==> config.mk <==
export PLATFORM = sky130hd
export DESIGN_NAME = vga_timings
export DESIGN_NICKNAME = d
export VERILOG_FILES = /design/src/rtl/vga_timing_pkg.sv /design/src/rtl/vga_axis_counter.sv /design/src/rtl/vga_timings.sv
export SDC_FILE = /design/constraint.sdc
export NUM_CORES = 1
export LEC_CHECK = 0
export CAP_MARGIN = 20
export CORE_MARGIN = 5
export CORE_UTILIZATION = 50
export CTS_BUF_LIST = sky130_fd_sc_hd__clkbuf_8
export CTS_CLUSTER_DIAMETER = 150
export DETAILED_ROUTE_END_ITERATION = 6
export DONT_BUFFER_PORTS = 1
export PLACE_DENSITY = 0.65
export SETUP_SLACK_MARGIN = 0.15
export SYNTH_ARGS = -nofsm -noshare
export SYNTH_HDL_FRONTEND = slang
export SYNTH_SLANG_ARGS = --single-unit
export TNS_END_PERCENT = 50
==> constraint.sdc <==
create_clock -name iClk -period 2 [get_ports iClk]
set_input_delay 0.4 -clock iClk [delete_from_list [all_inputs] [get_ports iClk]]
set_output_delay 0.4 -clock iClk [all_outputs]
set_load 0.01 [all_outputs]
==> src/rtl/vga_timing_pkg.sv <==
// ---------------------------------------------------------------------------
// vga_timing_pkg
//
// Shared constants and helpers for the VGA raster timing block.
//   - DEF_* : default 640x480@60 timing (25.175 MHz pixel clock).
//   - cntWidth() : counter width needed to hold 0..tot-1.
// ---------------------------------------------------------------------------
package vga_timing_pkg;

  // Horizontal timing, in pixel clocks.
  localparam int unsigned DEF_WIDTH  = 640;
  localparam int unsigned DEF_H_FP   = 16;
  localparam int unsigned DEF_H_PW   = 96;
  localparam int unsigned DEF_H_BP   = 48;
  localparam int unsigned DEF_H_TOT  = 800;

  // Vertical timing, in lines.
  localparam int unsigned DEF_HEIGHT = 480;
  localparam int unsigned DEF_V_FP   = 10;
  localparam int unsigned DEF_V_PW   = 2;
  localparam int unsigned DEF_V_BP   = 33;
  localparam int unsigned DEF_V_TOT  = 525;

  // 640x480@60 uses negative sync on both axes.
  localparam bit          DEF_EDGE_W = 1'b0;

  // Width of a counter that runs 0..tot-1. A total of 1 or 2 still needs a
  // one-bit register, so clamp at 1 rather than returning $clog2 = 0.
  function automatic int unsigned cntWidth(input int unsigned tot);
    if (tot <= 2) begin
      return 1;
    end
    return $clog2(tot);
  endfunction

endpackage

==> src/rtl/vga_axis_counter.sv <==
// ---------------------------------------------------------------------------
// vga_axis_counter
//
// One raster axis: a wrapping position counter plus decodes of its sync pulse
// and visible region. Used once for the horizontal axis (pixels) and once for
// the vertical axis (lines). The axis is laid out as
//   visible (ACTIVE) | front porch (FP) | sync (PW) | back porch (BP)
// and repeats every TOT counts.
//
// Parameters:
//   ACTIVE, FP, PW, BP : region lengths, in counts
//   TOT                : period; must equal ACTIVE+FP+PW+BP
//   EDGE_W             : level driven on sync while in the sync region
//
// Ports:
//   clk    in   counting clock, rising edge
//   rst    in   synchronous active-high reset; forces count to 0
//   enable in   advance the count on this edge
//   count  out  current position, 0..TOT-1 (the register itself)
//   wrap   out  high on the edge where count goes TOT-1 -> 0
//   sync   out  EDGE_W inside the sync region, ~EDGE_W elsewhere
//   active out  high while count < ACTIVE
//
// No valid/ready handshake: the counter free-runs and every output is valid
// on every clock once reset has been applied.
// ---------------------------------------------------------------------------
module vga_axis_counter
  import vga_timing_pkg::*;
#(
  parameter int unsigned ACTIVE = DEF_WIDTH,
  parameter int unsigned FP     = DEF_H_FP,
  parameter int unsigned PW     = DEF_H_PW,
  parameter int unsigned BP     = DEF_H_BP,
  parameter int unsigned TOT    = DEF_H_TOT,
  parameter bit          EDGE_W = DEF_EDGE_W
) (
  input  logic                      clk,
  input  logic                      rst,
  input  logic                      enable,
  output logic [cntWidth(TOT)-1:0]  count,
  output logic                      wrap,
  output logic                      sync,
  output logic                      active
);

  localparam int unsigned CW = cntWidth(TOT);

  // Region boundaries, pre-sized to the counter width so every compare below
  // is between equal-width operands.
  localparam logic [CW-1:0] LAST       = CW'(TOT - 1);
  localparam logic [CW-1:0] ACTIVE_END = CW'(ACTIVE);
  localparam logic [CW-1:0] SYNC_FIRST = CW'(ACTIVE + FP);
  localparam logic [CW-1:0] SYNC_LAST  = CW'(ACTIVE + FP + PW - 1);

  // Catch inconsistent timing tables at elaboration rather than in the lab.
  generate
    if (ACTIVE + FP + PW + BP != TOT) begin : gBadTotal
      $error("vga_axis_counter: ACTIVE+FP+PW+BP must equal TOT");
    end
    if (PW == 0) begin : gBadPulse
      $error("vga_axis_counter: sync pulse width must be at least 1");
    end
    if (ACTIVE == 0) begin : gBadActive
      $error("vga_axis_counter: visible region must be at least 1");
    end
  endgenerate

  logic atLast;
  logic inSync;

  assign atLast = (count == LAST);

  // Position register. Reset wins over enable so a reset anywhere in the
  // frame lands exactly on 0 with nothing carried over.
  always_ff @(posedge clk) begin
    if (rst) begin
      count <= '0;
    end else if (enable) begin
      if (atLast) begin
        count <= '0;
      end else begin
        count <= count + CW'(1);
      end
    end
  end

  // Decodes of the current count; these are cycle-aligned with count.
  always_comb begin
    wrap   = enable && atLast;
    inSync = (count >= SYNC_FIRST) && (count <= SYNC_LAST);
    sync   = inSync ? EDGE_W : ~EDGE_W;
    active = (count < ACTIVE_END);
  end

endmodule

==> src/rtl/vga_timings.sv <==
// ---------------------------------------------------------------------------
// vga_timings
//
// VGA raster timing generator. A horizontal pixel counter advances every
// clock; a vertical line counter advances when the horizontal counter wraps.
// Sync pulses and the visible-area flag are decoded combinationally from the
// counters, so all outputs describe the same raster position on every clock.
//
// Parameters: WIDTH/H_FP/H_PW/H_BP/H_TOT horizontal timing (clocks),
//             HEIGHT/V_FP/V_PW/V_BP/V_TOT vertical timing (lines),
//             EDGE_W asserted sync level (1 = active-high, 0 = active-low).
//
// Ports:
//   iClk    in   pixel clock, rising edge
//   iRst    in   synchronous active-high reset; position returns to (0,0)
//   oHS     out  horizontal sync
//   oVS     out  vertical sync (spans whole lines)
//   oH      out  horizontal counter / pixel x, 0..H_TOT-1
//   oV      out  vertical counter / line y, 0..V_TOT-1
//   oActive out  high inside the visible area
//
// No valid/ready handshake: the raster free-runs out of reset and the
// downstream colour generator consumes one position per clock.
// ---------------------------------------------------------------------------
module vga_timings
  import vga_timing_pkg::*;
#(
  parameter int unsigned WIDTH  = DEF_WIDTH,
  parameter int unsigned H_FP   = DEF_H_FP,
  parameter int unsigned H_PW   = DEF_H_PW,
  parameter int unsigned H_BP   = DEF_H_BP,
  parameter int unsigned H_TOT  = DEF_H_TOT,
  parameter int unsigned HEIGHT = DEF_HEIGHT,
  parameter int unsigned V_FP   = DEF_V_FP,
  parameter int unsigned V_PW   = DEF_V_PW,
  parameter int unsigned V_BP   = DEF_V_BP,
  parameter int unsigned V_TOT  = DEF_V_TOT,
  parameter bit          EDGE_W = DEF_EDGE_W
) (
  input  logic                        iClk,
  input  logic                        iRst,
  output logic                        oHS,
  output logic                        oVS,
  output logic [cntWidth(H_TOT)-1:0]  oH,
  output logic [cntWidth(V_TOT)-1:0]  oV,
  output logic                        oActive
);

  localparam int unsigned HW = cntWidth(H_TOT);
  localparam int unsigned VW = cntWidth(V_TOT);

  logic hWrap;
  logic hSync;
  logic hActive;
  logic frameWrap;
  logic vSync;
  logic vActive;

  vga_axis_counter #(
    .ACTIVE (WIDTH),
    .FP     (H_FP),
    .PW     (H_PW),
    .BP     (H_BP),
    .TOT    (H_TOT),
    .EDGE_W (EDGE_W)
  ) uHorz (
    .clk    (iClk),
    .rst    (iRst),
    .enable (1'b1),
    .count  (oH),
    .wrap   (hWrap),
    .sync   (hSync),
    .active (hActive)
  );

  // The line counter only moves on the last pixel of a line, so its wrap is
  // the frame wrap: last pixel of the last line.
  vga_axis_counter #(
    .ACTIVE (HEIGHT),
    .FP     (V_FP),
    .PW     (V_PW),
    .BP     (V_BP),
    .TOT    (V_TOT),
    .EDGE_W (EDGE_W)
  ) uVert (
    .clk    (iClk),
    .rst    (iRst),
    .enable (hWrap),
    .count  (oV),
    .wrap   (frameWrap),
    .sync   (vSync),
    .active (vActive)
  );

  assign oHS     = hSync;
  assign oVS     = vSync;
  assign oActive = hActive & vActive;

  // Structural invariants of the raster, checked in simulation only.
  frameWrapToOrigin: assert property (
    @(posedge iClk) disable iff (iRst)
    frameWrap |=> (oH == '0) && (oV == '0)
  );

  hInRange: assert property (
    @(posedge iClk) disable iff (iRst)
    oH <= HW'(H_TOT - 1)
  );

  vInRange: assert property (
    @(posedge iClk) disable iff (iRst)
    oV <= VW'(V_TOT - 1)
  );

  vHoldsWithinLine: assert property (
    @(posedge iClk) disable iff (iRst)
    !hWrap |=> $stable(oV)
  );

endmodule

=== Word level (Yosys, flattened, before mapping) ===
Index checks and enable logic that the tools add are counted.

* Flip-flop bits (word level): 20
* Bits in latches: 0
* RAM bits: 0
* ROM bits: 0
* Input port bits: 2
* Output and inout bits: 23
* Word-level logic and storage cells: 19
* Memories kept: 0

* Add/sub/neg operators: 2
* $mul: 0
* Divide/modulo/power cells: 0
* Order comparisons: 6
* Eq/ne operators: 2
* Shifts and indexed selects: 0
* Multiplexer cells: 3
* Bitwise operators: 1
* Reduce and logical (&&, ||, !) cells: 3

{| class="wikitable"
|+ Operators by type and width
! cell !! count
|-
| 10-bit by 1-bit adder with 10-bit output (second input constant) || 2
|-
| 10-bit == test (second input constant) || 2
|-
| 10-bit greater-or-equal comparator (second input constant) || 1
|-
| 10-bit by 9-bit greater-or-equal comparator with 1-bit output (second input constant) || 1
|-
| 10-bit less-or-equal comparator (second input constant) || 1
|-
| 10-bit by 9-bit less-or-equal comparator with 1-bit output (second input constant) || 1
|-
| 10-bit less-than comparator (second input constant) || 1
|-
| 10-bit by 9-bit less-than comparator with 1-bit output (second input constant) || 1
|-
| 10-bit two-way mux || 1
|-
| 1-bit logical AND || 2
|-
| 1-bit two-way mux || 2
|-
| 2-bit OR reduction || 1
|-
| 1-bit bitwise AND || 1
|}

=== Depth between registers and ports, before layout ===
Gate-level depths: netlist of the first run.

* Depth in word-level cells: 3
* Depth in mapped cells: 6
* Depth with buffers taken out: 6

=== Cells and area by module ===
A second synthesis of the first run with hierarchy kept.

* Cell total of the unflattened synthesis: 121
* Area total of the unflattened synthesis: 1,069.8 sq um

{| class="wikitable"
|+ Modules (own cells, without submodules)
! module !! times used !! cells each !! area an instance (sq um) !! sequential area each (sq um)
|-
| vga_axis_counter at uHorz || 1 || 59 || 530.5 || 200.2
|-
| vga_axis_counter at uVert || 1 || 60 || 529.3 || 200.2
|-
| vga_timings || 1 || 2 || 10.0 || 0.0
|}

=== Worst setup path before layout of the first run ===
Ideal clock, no wire load.

* Path kind: reg2reg
* Start point: register uHorz.count[0]
* End point: register uVert.count[9]
* Library setup time: 0.071 ns
* Arrival: 1.677 ns
* Data required time: 1.929 ns
* Setup slack: 0.251 ns
* Cell stages (with the launch flop): 7
* Buffers on the path: 1
* Period minus slack after synthesis: 1.749 ns
* Path through: dfxtp_1 > ha_1 > and4_1 > buf_4 > nand3_4 > or4_1 > a21oi_1

* Longest elaborated chain between the ends: 1

{| class="wikitable"
|+ RTL lines
! what !! line !! text
|-
| start, declared || vga_axis_counter.sv:40 || <nowiki>output logic [cntWidth(TOT)-1:0] count,</nowiki>
|-
| start signal, assigned || vga_axis_counter.sv:82 || <nowiki>count <= count + CW'(1);</nowiki>
|-
| 10-bit == test || vga_axis_counter.sv:71 || <nowiki>assign atLast = (count == LAST);</nowiki>
|-
| end signal, assigned || vga_axis_counter.sv:82 ||
|-
| end, declared || vga_axis_counter.sv:40 ||
|}

Every way passes these cells.
A chain may end at the register's enable or synchronous reset.

=== Worst setup path after layout of the first run ===
* Start point: register uVert.count[5]
* End point: output port oVS

* Longest elaborated chain between the ends: 3
* Elaborated cells on any way between the ends: 4
* Those cells by class: order compare (2); mux (1); reduce/logical (1)

{| class="wikitable"
|+ RTL lines
! what !! line !! text
|-
| 10-bit by 9-bit greater-or-equal comparator with 1-bit output / 10-bit by 9-bit less-or-equal comparator with 1-bit output (equally long branches) || vga_axis_counter.sv:90 || <nowiki>inSync = (count >= SYNC_FIRST) && (count <= SYNC_LAST);</nowiki>
|-
| 1-bit logical AND * || vga_axis_counter.sv:90 ||
|-
| 1-bit two-way mux * || vga_axis_counter.sv:91 || <nowiki>sync = inSync ? EDGE_W : ~EDGE_W;</nowiki>
|-
| end, declared || vga_timings.sv:43 || <nowiki>output logic oVS,</nowiki>
|}

Every way passes the cells marked *; elsewhere a longest branch is shown, timed or not.

==> flow_metrics.py, run 1 <==
metrics = {
    "outcome": {
        "outcome": "finished, final reports clean",
    },
    "die": {
        "fp.dieArea_mm2": 0.00309,
        "start_util_pct": 52.5,
        "floorplan.core_area_mm2": 0.00198,
        "floorplan.die.height_um": 55.6,
        "floorplan.die.width_um": 55.6,
        "design.portCount": 25,
        "fp-row-count": 16,
    },
    "clock_network": {
        "cts_resized": 0,
        "cts_htree_levels": 1,
        "tritoncts": "yes",
        "cts_root_buffer": "clkbuf_8",
        "cts_setup_buffers": 0,
        "cts-buffers-inserted": 3,
        "cts_hold_buffers": 0,
        "cts_sinks": 20,
        "clock_path_buffers": 2,
        "clk_latency_ps": 250,
        "clkTransAtPathRegs_ps": 70,
    },
    "yosys": {
        "synth.area.mux_share_pct": 1.92,
        "syn_avg_cell_area_um2": 8.67,
        "synth-seq-area-share_pct": 38.5,
        "synth_top_cells_by_count": "dfxtp_1, nor2_1",
        "synth_area_leader_cell": "dfxtp_1",
        "synth_most_common_cell": "dfxtp_1",
        "register_bit_total_from_synthesis": 20,
        "synthArstFlopShare_pct": 0,
        "commonest_register_cell_after_synthesis": "dfxtp_1",
        "synth_top_cell_area_share_pct": 38.5,
        "synth-adder-area-share_pct": 4.81,
        "synth_edf_count": 0,
        "yosys_warnings": 0,
        "synthesis.area_mm2": 0.00104,
        "netlist_instances": 120,
        "synthSimpleGateAreaFrac_pct": 33.7,
        "synthXorXnorAreaFrac_pct": 8.41,
        "post_synth_num_cell_types": 30,
        "synth_compound_gate_area_share_pct": 7.93,
        "synth_nets": 126,
        "largest_family_of_logic_cells_by_synthesized_area": "simple AND/OR/NAND/NOR gates",
        "synth_top_cells_by_area": "dfxtp_1, nor2_1, xnor2_1",
    },
    "sta": {
        "relSlewSlack_pct": 69.3,
        "final_max_slew_viol_count": 0,
        "fin_crit_ps": 1720,
        "final-setup-viol-count": 0,
        "total_negative_setup_slack_ps": 0,
        "report.final.hold_viol_count": 0,
        "worst_slew_pin_slew_ps": 459,
        "grt_setup_unrepaired": "no",
        "min_period_over_period_pct": 86.0,
        "fin_skew_ps": 1.23,
        "clock.fmax_mhz": 581,
    },
    "finish": {
        "design.final.nets": 137,
        "layout-drive-gt1-share_pct": 14.0,
        "layout.cells.non_filler": 156,
        "flow.area_growth_from_synthesis_pct": 12.5,
        "num_antenna_cells": 0,
    },
    "drt": {
        "route.detailed.vias_per_inst": 5.71,
        "routed-via-count": 891,
        "detailedRoute.firstPassIterationCount": 4,
        "drtIter0Drc": 21,
        "post_drt_wl_per_cell_um": 14.5,
        "total_detailed_routing_wirelength_um": 2260,
        "post-route-drc-count": 0,
        "final_antenna_net_count": 0,
    },
    "grt": {
        "total_overflow_reported_by_the_global_router": 0,
        "antenna_violations_before_repair": 0,
        "vias_in_the_first_global_route": 865,
        "first_pass_grt_wire_length_um": 3950,
        "grt_start_max_net_pins": 11,
        "globalRouteTotalUtil_pct": 15.9,
    },
    "critical_path": {
        "worstSetupEndpointType": "output pin",
        "cp_data_arrival_time_ps": 1320,
        "crit_start": "uVert.count[5]",
        "cp-endpoint": "oVS",
        "worst-r2r-cell-count": 5,
        "cp_max_fo": 8,
        "critical_path.reg2reg.endpoint": "uVert.count[9]",
        "critPathKind": "flip-flop to output pin",
        "reg2reg_from": "uHorz.count[0]",
        "worst_setup_path_start_kind": "flip-flop",
        "regToRegSetupSlack_ps": 330,
        "critical_path_required_ps": 1600,
    },
    "power": {
        "cellPowerDensity_mw_per_mm2": 594,
        "power.leakage_uw": 0.000406,
        "ir_worst_vdd_v": 0.000517,
    },
    "placement": {
        "gp_routability_congestion": 0.834,
        "place.detailed.hpwl_um": 1720,
        "dpl.cell_count": 153,
        "numPortBuffers": 0,
    },
    "run": {
        "max_cap_viol_count": 0,
    },
    "worst_hold_path": {
        "holdCritPathClass": "primary input to flip-flop",
    },
}
[metal layers]
metal | vias to the layer above | GRT usage, % | share of wire [%]
li1 | 439 | - | -
met1 | 419 | 17.3 | 41
met2 | 27 | 27.0 | 50
met3 | 6 | 5.80 | 6.9
met4 | 0 | 7.64 | 1.7
met5 | - | 0 | 0
[per-stage QoR]
stage                     worst slack, ps  total power (uW)  hold WS [ps]  cell area [um2]  utilization [%]
after floorplan                       251               434           469             1040                -
after detailed placement              240               449           473             1130             56.8
after global routing                  156               729           193             1170             59.1
after CTS                             216               708           200             1170             58.9
after global placement                274               448           471             1130             56.8
final                                 279               695           208             1170             59.1
[flip-flops by register name, indices dropped and copies added, names as in the netlist]
register / flops
uVert.count: 10
uHorz.count: 10
[where the power goes]
| part | total, uW | internal [uW] | switching [uW] | leakage [uW] |
|---|---|---|---|---|
| registers | 406 | 403 | 2.48 | 0.000162 |
| clock network | 256 | 134 | 122 | 0.0000216 |
| logic | 33.3 | 14.9 | 18.4 | 0.000222 |
| total | 695 | 552 | 143 | 0.000406 |
[final cells by class]
type,instances,area (um2)
clock buffers,3,41.3
fillers,195,811
inverters,7,26.3
multi-input cells,89,593
flip-flops and latches,20,402
well taps,27,33.8
repair buffers,10,75.1
[critical path, cell delays in order, from the launching register on]
cell and delay (ps):
dfxtp_1 500, nand3_1 220, nor2_1 190, nand3_1 160
[layout by cell type, fill, tap and decap left out, types with 2 or more instances in the layout]
| cell | n |
|---|---|
| a21oi_1 | 7 |
| buf_4 | 10 |
| clkbuf_8 | 3 |
| dfxtp_1 | 19 |
| ha_1 | 4 |
| inv_1 | 7 |
| mux2i_1 | 2 |
| nand2_1 | 7 |
| nand3_1 | 7 |
| nand4_1 | 5 |
| nor2_1 | 15 |
| nor3_1 | 7 |
| nor4b_1 | 2 |
| o21ai_0 | 2 |
| o31ai_1 | 3 |
| or3_1 | 4 |
| or4_1 | 3 |
| xnor2_1 | 6 |
| xor2_1 | 4 |
[worst min path at each step]
| stage | startpoint | end | slack [ps] | cells past startpoint |
|---|---|---|---|---|
| 6_report | iRst | uVert.count[6] | 210 | 1 |
| 5_1_grt | iRst | uHorz.count[2] | 190 | 1 |
| 4_1_cts | iRst | uVert.count[6] | 200 | 1 |
| 3_5_place_dp | iRst | uVert.count[6] | 470 | 1 |
| 3_3_place_gp | iRst | uVert.count[6] | 470 | 1 |
| 2_1_floorplan | iRst | uVert.count[6] | 470 | 1 |
[cells by family after synthesis]
family / Yosys count
flops: 20
compound gates: 14
xor+xnor: 10
buf+inv: 11
fa+ha+maj: 4
simple gates: 59
mux: 2
Power figures use the tool's default switching activity.
==> inputs of run 2 (changes only) <==
--- a/config.mk
+++ b/config.mk
@@ -12,7 +12,7 @@
 export CTS_CLUSTER_DIAMETER = 150
 export DETAILED_ROUTE_END_ITERATION = 6
 export DONT_BUFFER_PORTS = 1
-export PLACE_DENSITY = 0.65
+export PLACE_DENSITY = 0.64
 export SETUP_SLACK_MARGIN = 0.15
 export SYNTH_ARGS = -nofsm -noshare
 export SYNTH_HDL_FRONTEND = slang
==> run 2 against run 1 <==
  * Clock skew barely moved
  * Non-clock buffer count grew 1
  * Critical path depth stayed put
  * Die area stayed put
  * Critical path type unchanged
==> flow_metrics.py, run 2 (synthesis gave the netlist of run 1 again) <==
metrics = {
    "outcome": {
        "outcome": "finished, final reports clean",
    },
    "worst_hold_path": {
        "holdCritPathClass": "primary input to flip-flop",
        "hold_path_depth": 1,
    },
    "clock_network": {
        "cts_root_buffer": "clkbuf_8",
        "cts_htree_levels": 1,
        "cts_sinks": 20,
        "tritoncts": "yes",
        "clkTransAtPathRegs_ps": 70,
        "cts-buffers-inserted": 3,
        "clk_latency_ps": 250,
        "cts_setup_buffers": 0,
        "clock_path_buffers": 2,
    },
    "grt": {
        "antenna_violations_before_repair": 0,
        "total_overflow_reported_by_the_global_router": 0,
        "globalRouteTotalUtil_pct": 15.5,
        "vias_in_the_first_global_route": 840,
        "first_pass_grt_wire_length_um": 3880,
        "grt_start_max_net_pins": 12,
    },
    "placement": {
        "dpl_cell_area_mm2": 0.00113,
        "place.detailed.hpwl_um": 1720,
        "gp_routability_congestion": 0.771,
        "numPortBuffers": 0,
    },
    "critical_path": {
        "worst-r2r-cell-count": 5,
        "worst_path_largest_cell_delay_ps": 510,
        "critPathKind": "flip-flop to output pin",
        "cp_max_fo": 8,
        "crit_top_cell": "nand3_1",
        "critical_path_required_ps": 1600,
        "cp_data_arrival_time_ps": 1300,
        "chain_of_cells_forming_the_critical_path": "nand3_1, nor2_1, nand3_1",
        "critPathSlowestCell": "dfxtp_1",
        "worstSetupEndpointType": "output pin",
        "worst_setup_path_start_kind": "flip-flop",
    },
    "drt": {
        "post_drt_wl_per_cell_um": 14.4,
        "detailedRoute.firstPassIterationCount": 4,
        "post-route-drc-count": 0,
        "drtIter0Drc": 17,
        "total_detailed_routing_wirelength_um": 2280,
        "final_antenna_net_count": 0,
        "route.detailed.vias_per_inst": 5.70,
        "routed-via-count": 901,
    },
    "finish": {
        "layout-drive-gt1-share_pct": 16.0,
        "multiInputGateArea_um2": 603,
        "design.final.nets": 138,
        "largest_registers": "uHorz.count: 10 flops, uVert.count: 10 flops",
        "final.fill_count": 175,
        "final_area_mm2": 0.00120,
        "flow.area_growth_from_synthesis_pct": 15.4,
        "num_antenna_cells": 0,
        "layout_common_cells": "dfxtp_1, nor2_1, buf_4",
        "regArea_um2": 400,
        "final_common_cell": "dfxtp_1",
    },
    "run": {
        "max_cap_viol_count": 0,
    },
    "sta": {
        "total_negative_setup_slack_ps": 0,
        "final-setup-viol-count": 0,
        "clock.fmax_mhz": 587,
        "grt_setup_unrepaired": "no",
        "relSlewSlack_pct": 72.1,
        "min_period_over_period_pct": 85.1,
        "report.final.hold_viol_count": 0,
        "fin_crit_ps": 1700,
        "final_max_slew_viol_count": 0,
        "worst_slew_pin_slew_ps": 418,
        "fin_skew_ps": 1.66,
    },
    "power": {
        "clkPwrFrac_pct": 41.1,
        "netSwitchingPower_uw": 153,
        "cellPowerDensity_mw_per_mm2": 620,
        "power.share.switching_pct": 20.5,
        "power.leakage_uw": 0.000421,
        "sequentialPowerShare_pct": 54.5,
        "power.combinational.fraction_pct": 4.4,
        "ir_worst_vdd_v": 0.000470,
        "intPower_uw": 592,
    },
    "die": {
        "floorplan.die.width_um": 55.6,
        "design.portCount": 25,
        "floorplan.core_area_mm2": 0.00198,
        "start_util_pct": 52.5,
        "fp.dieArea_mm2": 0.00309,
        "fp-row-count": 16,
        "floorplan.die.height_um": 55.6,
    },
}
-- run 2: cell types whose count changed in the layout (fill, tap and decap cells not counted), sizes merged --
cell,previous run,this run
buf,10,11
clkbuf,3,4
-- run 2: per-layer routing --
layer	up-vias	global-route usage [%]	part of all wire, %
met5	-	0	0
met4	0	6.94	1.4
met3	4	5.10	6.5
met2	32	24.5	48
met1	417	19.0	44
li1	448	-	-
-- run 2: what timing repair did --
item                                    4_1_cts  5_1_grt
hold buffers                                  0        0
resized for setup                             0        4
endpoints found under the setup margin        0        8
-- run 2: path summary, 6_finish.rpt --
kind | slack (ps) | from | endpoint
max | 300 | uVert.count[5] | oVS
min | 200 | iRst | uVert.count[6]
max reg2reg | 300 | uHorz.count[0] | uVert.count[9]
min reg2reg | 570 | uHorz.count[0] | uHorz.count[0]
-- run 2: worst max-delay path: cells and delay by family (launching register included) --
kind          cells  cell delay [ps]
flops             1              510
simple gates      3              540
-- run 2: area by class of cell --
type                       instances  share of cell area (%)
sequential                        20                    33.3
multi-input combinational         89                    50.2
tap                               27                    2.81
clock buffer                       4                    4.58
inverter                           7                    2.19
timing repair buffer              11                    6.88
-- run 2: through the flow --
step	util, %	setup slack, ps	instances	total power [uW]	hold slack (ps)
final	60.6	297	158	745	204
after global routing	60.6	161	158	779	188
after CTS	60.0	172	158	751	201
after detailed placement	57.2	189	154	448	472
after global placement	57.2	285	154	447	472
after floorplan	-	251	120	434	469
-- run 2: power groups by stage --
stage	Clock, uW	Combinational (uW)	Sequential [uW]
after floorplan	0	13.3	420
after global placement	0	32.3	415
after detailed placement	0	32.7	415
after CTS	312	32.9	406
after global routing	336	36.7	407
final	306	32.8	406
